--- src/rtl/jk_count_ctrl.sv ---
// -----------------------------------------------------------------------------
// jk_count_ctrl
//
// A command-driven up/down counter built from WIDTH JK flip-flop cells. The
// controller does not write the count directly. It computes per-bit J/K drives,
// and every cell applies the JK rule to them: 00 hold, 01 clear, 10 set,
// 11 toggle. Loads, clears, count steps and auto-reloads are all expressed as
// J/K patterns.
//
// States:
//   IDLE  accepts commands.
//   RUN   counts toward a limit.
//   DONE  terminal count was reached without reload; accepts commands.
//
// Ports:
//   clk          rising-edge clock
//   rst_n        asynchronous active-low reset
//   cmd_valid    command present
//   cmd_ready    command can be accepted (high in IDLE and DONE)
//   cmd_op       00 LOAD, 01 UP, 10 DOWN, 11 CLEAR
//   cmd_data     load value (LOAD) or limit (UP/DOWN)
//   en           count enable while in RUN
//   stop         abort the current run (RUN only)
//   auto_reload  sampled at terminal count: 1 reloads the start value and continues
//   j_vec/k_vec  per-bit J/K drive to the counter cells
//   count        current counter value
//   busy         high in RUN
//   done         high in DONE
//   tc_pulse     one-cycle pulse after a terminal count
// -----------------------------------------------------------------------------
module jk_count_ctrl #(
    parameter int WIDTH = 8
) (
    input  logic             clk,
    input  logic             rst_n,
    input  logic             cmd_valid,
    output logic             cmd_ready,
    input  logic [1:0]       cmd_op,
    input  logic [WIDTH-1:0] cmd_data,
    input  logic             en,
    input  logic             stop,
    input  logic             auto_reload,
    output logic [WIDTH-1:0] j_vec,
    output logic [WIDTH-1:0] k_vec,
    output logic [WIDTH-1:0] count,
    output logic             busy,
    output logic             done,
    output logic             tc_pulse
);

    localparam logic [1:0] OP_LOAD  = 2'b00;
    localparam logic [1:0] OP_UP    = 2'b01;
    localparam logic [1:0] OP_DOWN  = 2'b10;
    localparam logic [1:0] OP_CLEAR = 2'b11;

    typedef enum logic [1:0] {
        S_IDLE = 2'b00,
        S_RUN  = 2'b01,
        S_DONE = 2'b10
    } state_t;

    state_t           state_reg, state_next;
    logic [WIDTH-1:0] count_reg, count_next;
    logic [WIDTH-1:0] limit_reg, limit_next;
    logic [WIDTH-1:0] start_reg, start_next;
    logic             dir_down_reg, dir_down_next;
    logic             tc_reg, tc_next;

    logic [WIDTH-1:0] up_tgl;    // toggle mask for an increment
    logic [WIDTH-1:0] dn_tgl;    // toggle mask for a decrement
    logic [WIDTH-1:0] j_raw, k_raw;

    logic accept;                // a command is taken on this edge
    logic run_step;              // enabled, non-aborted RUN cycle
    logic at_limit;
    logic terminal;              // run_step at the limit

    assign accept   = cmd_valid && (state_reg != S_RUN);
    assign run_step = (state_reg == S_RUN) && !stop && en;
    assign at_limit = (count_reg == limit_reg);
    assign terminal = run_step && at_limit;

    // Ripple-carry / ripple-borrow toggle masks. Bit i toggles on an increment
    // when all lower bits are 1, and on a decrement when all lower bits are 0.
    generate
        for (genvar gi = 0; gi < WIDTH; gi++) begin : g_tgl
            if (gi == 0) begin : g_lsb
                assign up_tgl[gi] = 1'b1;
                assign dn_tgl[gi] = 1'b1;
            end else begin : g_upper
                assign up_tgl[gi] = up_tgl[gi-1] &  count_reg[gi-1];
                assign dn_tgl[gi] = dn_tgl[gi-1] & ~count_reg[gi-1];
            end
        end
    endgenerate

    // JK cells: Q+ = J & ~Q | ~K & Q.
    generate
        for (genvar gi = 0; gi < WIDTH; gi++) begin : g_cell
            assign count_next[gi] = (j_raw[gi] & ~count_reg[gi]) |
                                    (~k_raw[gi] & count_reg[gi]);
        end
    endgenerate

    // State and context registers.
    always_ff @(posedge clk or negedge rst_n) begin
        if (!rst_n) begin
            state_reg    <= S_IDLE;
            count_reg    <= '0;
            limit_reg    <= '0;
            start_reg    <= '0;
            dir_down_reg <= 1'b0;
            tc_reg       <= 1'b0;
        end else begin
            state_reg    <= state_next;
            count_reg    <= count_next;
            limit_reg    <= limit_next;
            start_reg    <= start_next;
            dir_down_reg <= dir_down_next;
            tc_reg       <= tc_next;
        end
    end

    // Next-state and context capture.
    always_comb begin
        state_next    = state_reg;
        limit_next    = limit_reg;
        start_next    = start_reg;
        dir_down_next = dir_down_reg;
        tc_next       = 1'b0;
        unique case (state_reg)
            S_IDLE, S_DONE: begin
                if (accept) begin
                    unique case (cmd_op)
                        OP_UP, OP_DOWN: begin
                            limit_next    = cmd_data;
                            start_next    = count_reg;
                            dir_down_next = (cmd_op == OP_DOWN);
                            state_next    = S_RUN;
                        end
                        default: state_next = S_IDLE;   // LOAD, CLEAR
                    endcase
                end
            end
            S_RUN: begin
                // stop outranks en and terminal count.
                if (stop) begin
                    state_next = S_IDLE;
                end else if (terminal) begin
                    tc_next = 1'b1;
                    if (!auto_reload) begin
                        state_next = S_DONE;
                    end
                end
            end
            default: state_next = S_IDLE;
        endcase
    end

    // Outputs: J/K drive and status decode.
    always_comb begin
        j_raw     = '0;
        k_raw     = '0;
        cmd_ready = (state_reg != S_RUN);
        busy      = (state_reg == S_RUN);
        done      = (state_reg == S_DONE);
        if (accept) begin
            unique case (cmd_op)
                OP_LOAD: begin
                    j_raw = cmd_data;
                    k_raw = ~cmd_data;
                end
                OP_CLEAR: begin
                    j_raw = '0;
                    k_raw = '1;
                end
                default: ;  // UP/DOWN start: count unchanged
            endcase
        end else if (terminal) begin
            if (auto_reload) begin
                j_raw = start_reg;
                k_raw = ~start_reg;
            end
        end else if (run_step) begin
            j_raw = dir_down_reg ? dn_tgl : up_tgl;
            k_raw = j_raw;
        end
    end

    // While reset is held, the cells must see a hold pattern, even though a
    // command may be present on the inputs.
    assign j_vec    = rst_n ? j_raw : '0;
    assign k_vec    = rst_n ? k_raw : '0;
    assign count    = count_reg;
    assign tc_pulse = tc_reg;

endmodule

--- config.mk ---
export PLATFORM = sky130hd
export DESIGN_NAME = jk_count_ctrl
export DESIGN_NICKNAME = d
export VERILOG_FILES = /design/src/rtl/jk_count_ctrl.sv
export SDC_FILE = /design/constraint.sdc
export NUM_CORES = 1
export LEC_CHECK = 0
export CORE_ASPECT_RATIO = 1.25
export CORE_UTILIZATION = 46
export CTS_CLUSTER_DIAMETER = 120
export CTS_CLUSTER_SIZE = 8
export DETAILED_ROUTE_END_ITERATION = 16
export GPL_TIMING_DRIVEN = 0
export HOLD_SLACK_MARGIN = 0.08
export MAX_ROUTING_LAYER = met4
export PLACE_DENSITY = 0.76
export SYNTH_ARGS = -nofsm -noshare
export SYNTH_HDL_FRONTEND = slang
export SYNTH_SLANG_ARGS = --single-unit
--- constraint.sdc ---
create_clock -name clk -period 1.9 [get_ports clk]
set_input_delay 0.38 -clock clk [delete_from_list [all_inputs] [get_ports clk]]
set_output_delay 0.38 -clock clk [all_outputs]
set_load 0.005 [all_outputs]
==> flow_summary.json, run 1 <==
{
  "firstDrtPassIters": 5,
  "p_leak_nw": 1.60,
  "ys_warn_count": 0,
  "cts_root_buffer": "clkbuf_8",
  "start_util": 0.494,
  "cp-start-kind": "register",
  "ys_types": 51,
  "synth_edf_count": 0,
  "vdd_drop_max_mv": 0.804,
  "critPathArrivalTime_ps": 2270,
  "htree_levels": 1,
  "violations": "negative setup slack",
  "clk_pin_slew_ps": 110,
  "power_density_nw_per_um2": 1160,
  "gp_congestion": 0.913,
  "dr_total_vias": 2676,
  "p_clk_frac": 0.100,
  "p_switching_mw": 1.82,
  "period_share": 1.40,
  "max_freq_mhz": 377,
  "cp_max_fo": 8,
  "grt_max_degree": 35,
  "ys_top_cells_by_area": "dfrtp_1, mux2_2, a21oi_1, o21ai_0, buf_6",
  "diodes": 0,
  "cap_violations": 0,
  "worst_slack_ps": -755,
  "drtAntennaViolNets": 0,
  "die_x_um": 62.1,
  "grt_pass1_vias": 2417,
  "coreArea_um2": 4200,
  "required_ps": 1520,
  "rows": 26,
  "die_h_um": 77.1,
  "seq_area_frac_synth": 0.338,
  "internal-power_mw": 2.33,
  "swShare": 0.438,
  "crit_type": "reg -> out",
  "multiInputGateArea_um2": 1620,
  "rsz0062_at_grt": "true",
  "postSynthAreaPerCell_um2": 9.22,
  "hold_buffers": 0,
  "grt_pass1_wl_um": 12800,
  "met2_usage": 0.585,
  "dp_slack_ps": -1230,
  "whs_ps": 124,
  "cts_sinks": 28,
  "ys_ff_latch": 28,
  "max_slew.worst_pin.slew_ps": 756,
  "finClkSkew_ps": 8.48,
  "utilization": 0.852,
  "maxSlewHeadroom": 0.496,
  "cts-buffers-inserted": 3,
  "fin_tns_setup_ps": -12030,
  "yosys.area.top_type": "dfrtp_1",
  "slew_violations": 0,
  "fill_cells": 188,
  "async_flop_share": 1.00,
  "grt-busiest-layer": "met2",
  "status": "finished with violations",
  "hp-class": "in -> async",
  "initialDrtViolationCount": 425,
  "area.sequential_um2": 706,
  "synth_fp_nets": 244,
  "pin_count": 44,
  "die-area_um2": 4780,
  "grt.met1_usage": 0.460,
  "synth.top_cell.area_share": 0.338,
  "clk_latency_ps": 310,
  "grtUsageMet3": 0.0607,
  "synth.most_common_cell": "dfrtp_1",
  "cp-end-kind": "output port",
  "synthFlopType": "dfrtp_1",
  "seqPwrFrac": 0.274,
  "drive_above_1_share": 0.496,
  "drc_errors": 0,
  "synth_area_um2": 2070,
  "syn2layout_area_growth_pct": 72.3,
  "combPwrFrac": 0.625,
  "port-buffer-count": 43,
  "synth_commonest_cells": "dfrtp_1, a21oi_1, o21ai_0",
  "nNetsFinal": 359,
  "setup_violations": 26,
  "wl_per_cell_um": 25.1,
  "min_period_ps": 2650,
  "grt_use_total": 0.381,
  "finalHoldViolCount": 0,
  "drt_wl_total_um": 9930,
  "clk_path_buf_depth": 2,
  "tritoncts": "yes",
  "overflow": 0,
  "reg2regPathDepth": 11,
  "antenna_found_initial": 0,
  "routed_via_density": 6.77,
  "place_hpwl_um": 4040,
  "synthCells": 225
}
[worst paths after layout]
path / end / slack, ps / start
setup / recovery: j_vec[6] / -750 / state_reg[1]$_DFFE_PN0P_
hold / removal: count[4]$_DFF_PN0_ / 120 / rst_n
setup reg to reg: count[5]$_DFF_PN0_ / -400 / count[1]$_DFF_PN0_
hold reg to reg: limit_reg[7]$_DFFE_PN0P_ / 550 / limit_reg[7]$_DFFE_PN0P_
max in group asynchronous: count[6]$_DFF_PN0_ / 1240 / rst_n
min in group clk: state_reg[0]$_DFFE_PN0P_ / 420 / stop
[worst max-delay path, stage by stage (launching register included)]
cell      delay [ps]
dfrtp_1          410
nand2b_4         150
or3b_1           380
buf_6            190
buf_4            160
a221oi_4         240
a221o_1          200
and2_1           120
buf_2            110
[final cells by class]
class	count	share of cell area
timing repair buffer	111	0.259
sequential	28	0.197
inverter	15	0.0158
tap	56	0.0196
buffer	14	0.0399
clock buffer	4	0.0154
multi-input combinational	167	0.453
[cell usage in the layout, fill, tap and decap left out, drive strengths merged, types with 9 or more instances in the layout]
master         synthesis  layout
buf                    7      92
dfrtp                 28      28
clkdlybuf4s50          0      21
o21ai                 19      19
a21oi                 19      19
nor2                  16      16
inv                   15      15
nand2                 15      15
mux2                  11      11
clkbuf                 8      11
xnor2                  9       9
[repair_timing]
action	4_1_cts	5_1_grt
gates resized for setup	140	21
pin swaps	37	24
endpoints found under the setup margin	37	26
setup buffers	59	18
cloned	0	0
[logic make-up (layout without fill, tap and decap cells)]
| logic type | count (synthesis) | count (layout) | synth area share |
|---|---|---|---|
| muxes | 15 | 15 | 0.0790 |
| and+or+nand+nor | 74 | 74 | 0.208 |
| xor gates and xnor gates | 9 | 9 | 0.0525 |
| adders and majority gates | 3 | 3 | 0.0181 |
| DFF | 28 | 28 | 0.338 |
| AOI/OAI and AO/OA | 66 | 66 | 0.222 |
| buffers and inverters | 30 | 144 | 0.0826 |
[metal layers]
layer,wire length [µm],vias to the layer above
li1,-,1049
met1,3470,1278
met2,4670,268
met3,1060,81
met4,726,0
met5,0,-
[power by group through the flow]
stage / Sequential [mW] / Clock [mW] / Combinational (mW)
4_1_cts: 1.10 / 0.390 / 2.05
2_1_floorplan: 1.00 / 0 / 0.961
5_1_grt: 1.15 / 0.432 / 2.68
3_3_place_gp: 1.04 / 0 / 1.38
3_5_place_dp: 1.04 / 0 / 1.40
6_report: 1.14 / 0.416 / 2.59
[stage by stage]
stage | total power, mW | cell area (µm²) | cells
after floorplan | 1.96 | 2100 | 225
after global placement | 2.42 | 2600 | 324
after detailed placement | 2.44 | 2600 | 324
after CTS | 3.54 | 3380 | 382
after global routing | 4.27 | 3570 | 395
final | 4.15 | 3570 | 395
Note: power is estimated with default switching activity, not from simulation.
==> run 2, diff against run 1 <==
- CTS_CLUSTER_DIAMETER: 120 -> unset
==> results of run 2 <==
No change in the layout: final DEF, timing and power equal those of run 1.
==> run 3, diff against run 2 <==
- CORE_UTILIZATION: 46 -> 30
- PLACE_DENSITY: 0.76 -> unset
==> flow_summary.json, run 3 (synthesized netlist as in run 1, its figures left out) <==
{
  "antenna_found_initial": 0,
  "firstDrtPassIters": 4,
  "clk_pin_slew_ps": 100,
  "crit_type": "reg -> out",
  "grt_use_total": 0.207,
  "rsz0062_at_grt": "true",
  "worst_slack_ps": -619,
  "seqPwrFrac": 0.299,
  "hp-class": "in -> async",
  "cp-end-kind": "output port",
  "p_clk_frac": 0.093,
  "internal-power_mw": 2.16,
  "slowest_stage": "dfrtp_1",
  "coreArea_um2": 6610,
  "cts_sinks": 28,
  "rows": 33,
  "die-area_um2": 7250,
  "cp-start-kind": "register",
  "finClkSkew_ps": 4.22,
  "crit_path_frequent_cell": "buf_6",
  "die_h_um": 95.0,
  "die_x_um": 76.4,
  "critPathArrivalTime_ps": 2140,
  "combPwrFrac": 0.608,
  "grt_max_degree": 35,
  "finalHoldViolCount": 0,
  "overflow": 0,
  "vdd_drop_max_mv": 0.472,
  "syn2layout_area_growth_pct": 65.0,
  "nNetsFinal": 345,
  "violations": "negative setup slack",
  "required_ps": 1520,
  "routed_via_density": 5.35,
  "min_period_ps": 2520,
  "cap_violations": 0,
  "drc_errors": 0,
  "swShare": 0.403,
  "p_leak_nw": 1.51,
  "port-buffer-count": 43,
  "clk_latency_ps": 280,
  "max_slew.worst_pin.slew_ps": 753,
  "clk_path_buf_depth": 2,
  "drt_wl_total_um": 7230,
  "p_switching_mw": 1.46,
  "cts_root_buffer": "clkbuf_8",
  "cts-buffers-inserted": 3,
  "crit_family": "buffers and inverters",
  "start_util": 0.314,
  "reg2reg_slack_ps": -220,
  "crit_chain": "buf_6 > xnor2_4 > and4_1 > buf_6 > buf_6 > a221oi_2 > buf_4 > a221oi_2 > nor2_1 > buf_2",
  "period_share": 1.33,
  "drive_above_1_share": 0.478,
  "crit_buf_inv": 5,
  "wl_per_cell_um": 17.6,
  "power_density_nw_per_um2": 1060,
  "maxSlewHeadroom": 0.498,
  "grt_pass1_vias": 2115,
  "dp_slack_ps": -1280,
  "htree_levels": 1,
  "total_power_mw": 3.62,
  "tritoncts": "yes",
  "final_cell_mix": "buf_4, buf_6, dfrtp_1",
  "initialDrtViolationCount": 138,
  "status": "finished with violations",
  "max_freq_mhz": 397,
  "place_hpwl_um": 4290,
  "slowest_delay_ps": 400,
  "mostFrequentLayoutCell": "buf_4",
  "drtAntennaViolNets": 0,
  "slew_violations": 0,
  "dr_total_vias": 2199,
  "gp_congestion": 0.863,
  "cp_max_fo": 6,
  "grt_pass1_wl_um": 11100,
  "pin_count": 44,
  "setup_violations": 21,
  "diodes": 0
}
-- run 3: cell count changes in the layout (fill, tap and decap cells not counted), sizes merged --
cell	previous run	this run
buf	92	80
clkbuf	11	9
clkdlybuf4s50	21	20
dlygate4sd2	5	3
dlymetal6s2s	0	2
-- run 3: area by class of cell --
cell class / instances / area (µm²)
Fill cell: 606 / 3180
Sequential cell: 28 / 706
Buffer: 13 / 126
Clock buffer: 3 / 41.3
Multi-Input combinational cell: 167 / 1550
Timing Repair Buffer: 98 / 832
Tap cell: 87 / 109
Inverter: 15 / 56.3
-- run 3: per-stage QoR --
step                      utilization  std cells  setup TNS [ps]  hold slack [ps]  instance area (µm²)
final                           0.518        411           -9220              141                 3420
after global routing            0.518        411          -10970              193                 3420
after CTS                       0.494        398           -8360              172                 3260
after detailed placement        0.399        355          -32760              486                 2640
after global placement          0.400        355          -46240              485                 2640
after floorplan                     -        225            -112             84.4                 2100
-- run 3: what timing repair did --
item                                    CTS  global route
pin swaps                                39            22
buffers inserted                         42            15
endpoints found under the setup margin   41            30
gates resized for setup                 135            22
hold buffers                              0             0
-- run 3: worst paths after layout --
| kind | depth (start not counted) | to | startpoint |
|---|---|---|---|
| setup / recovery | 10 | k_vec[6] | count[1]$_DFF_PN0_ |
| min in group clk | 2 | state_reg[0]$_DFFE_PN0P_ | stop |
| hold reg to reg | 2 | limit_reg[7]$_DFFE_PN0P_ | limit_reg[7]$_DFFE_PN0P_ |
| hold / removal | 1 | start_reg[3]$_DFFE_PN0P_ | rst_n |
| max in group asynchronous | 1 | count[4]$_DFF_PN0_ | rst_n |
| setup reg to reg | 10 | count[6]$_DFF_PN0_ | count[1]$_DFF_PN0_ |
-- run 3: power by group through the flow --
| stage | clock network (mW) | logic, mW | registers [mW] |
|---|---|---|---|
| floorplan | 0 | 0.961 | 1.00 |
| global placement | 0 | 1.39 | 1.04 |
| detailed placement | 0 | 1.40 | 1.05 |
| CTS | 0.357 | 2.04 | 1.06 |
| global route | 0.370 | 2.32 | 1.10 |
| finish | 0.337 | 2.20 | 1.08 |
-- run 3: per-layer routing --
metal  share of wire  up-vias  track usage
li1                -     1022            -
met1            0.42     1063        0.252
met2            0.50       92        0.351
met3           0.043       22       0.0193
met4           0.041        0       0.0897
met5               0        -            -
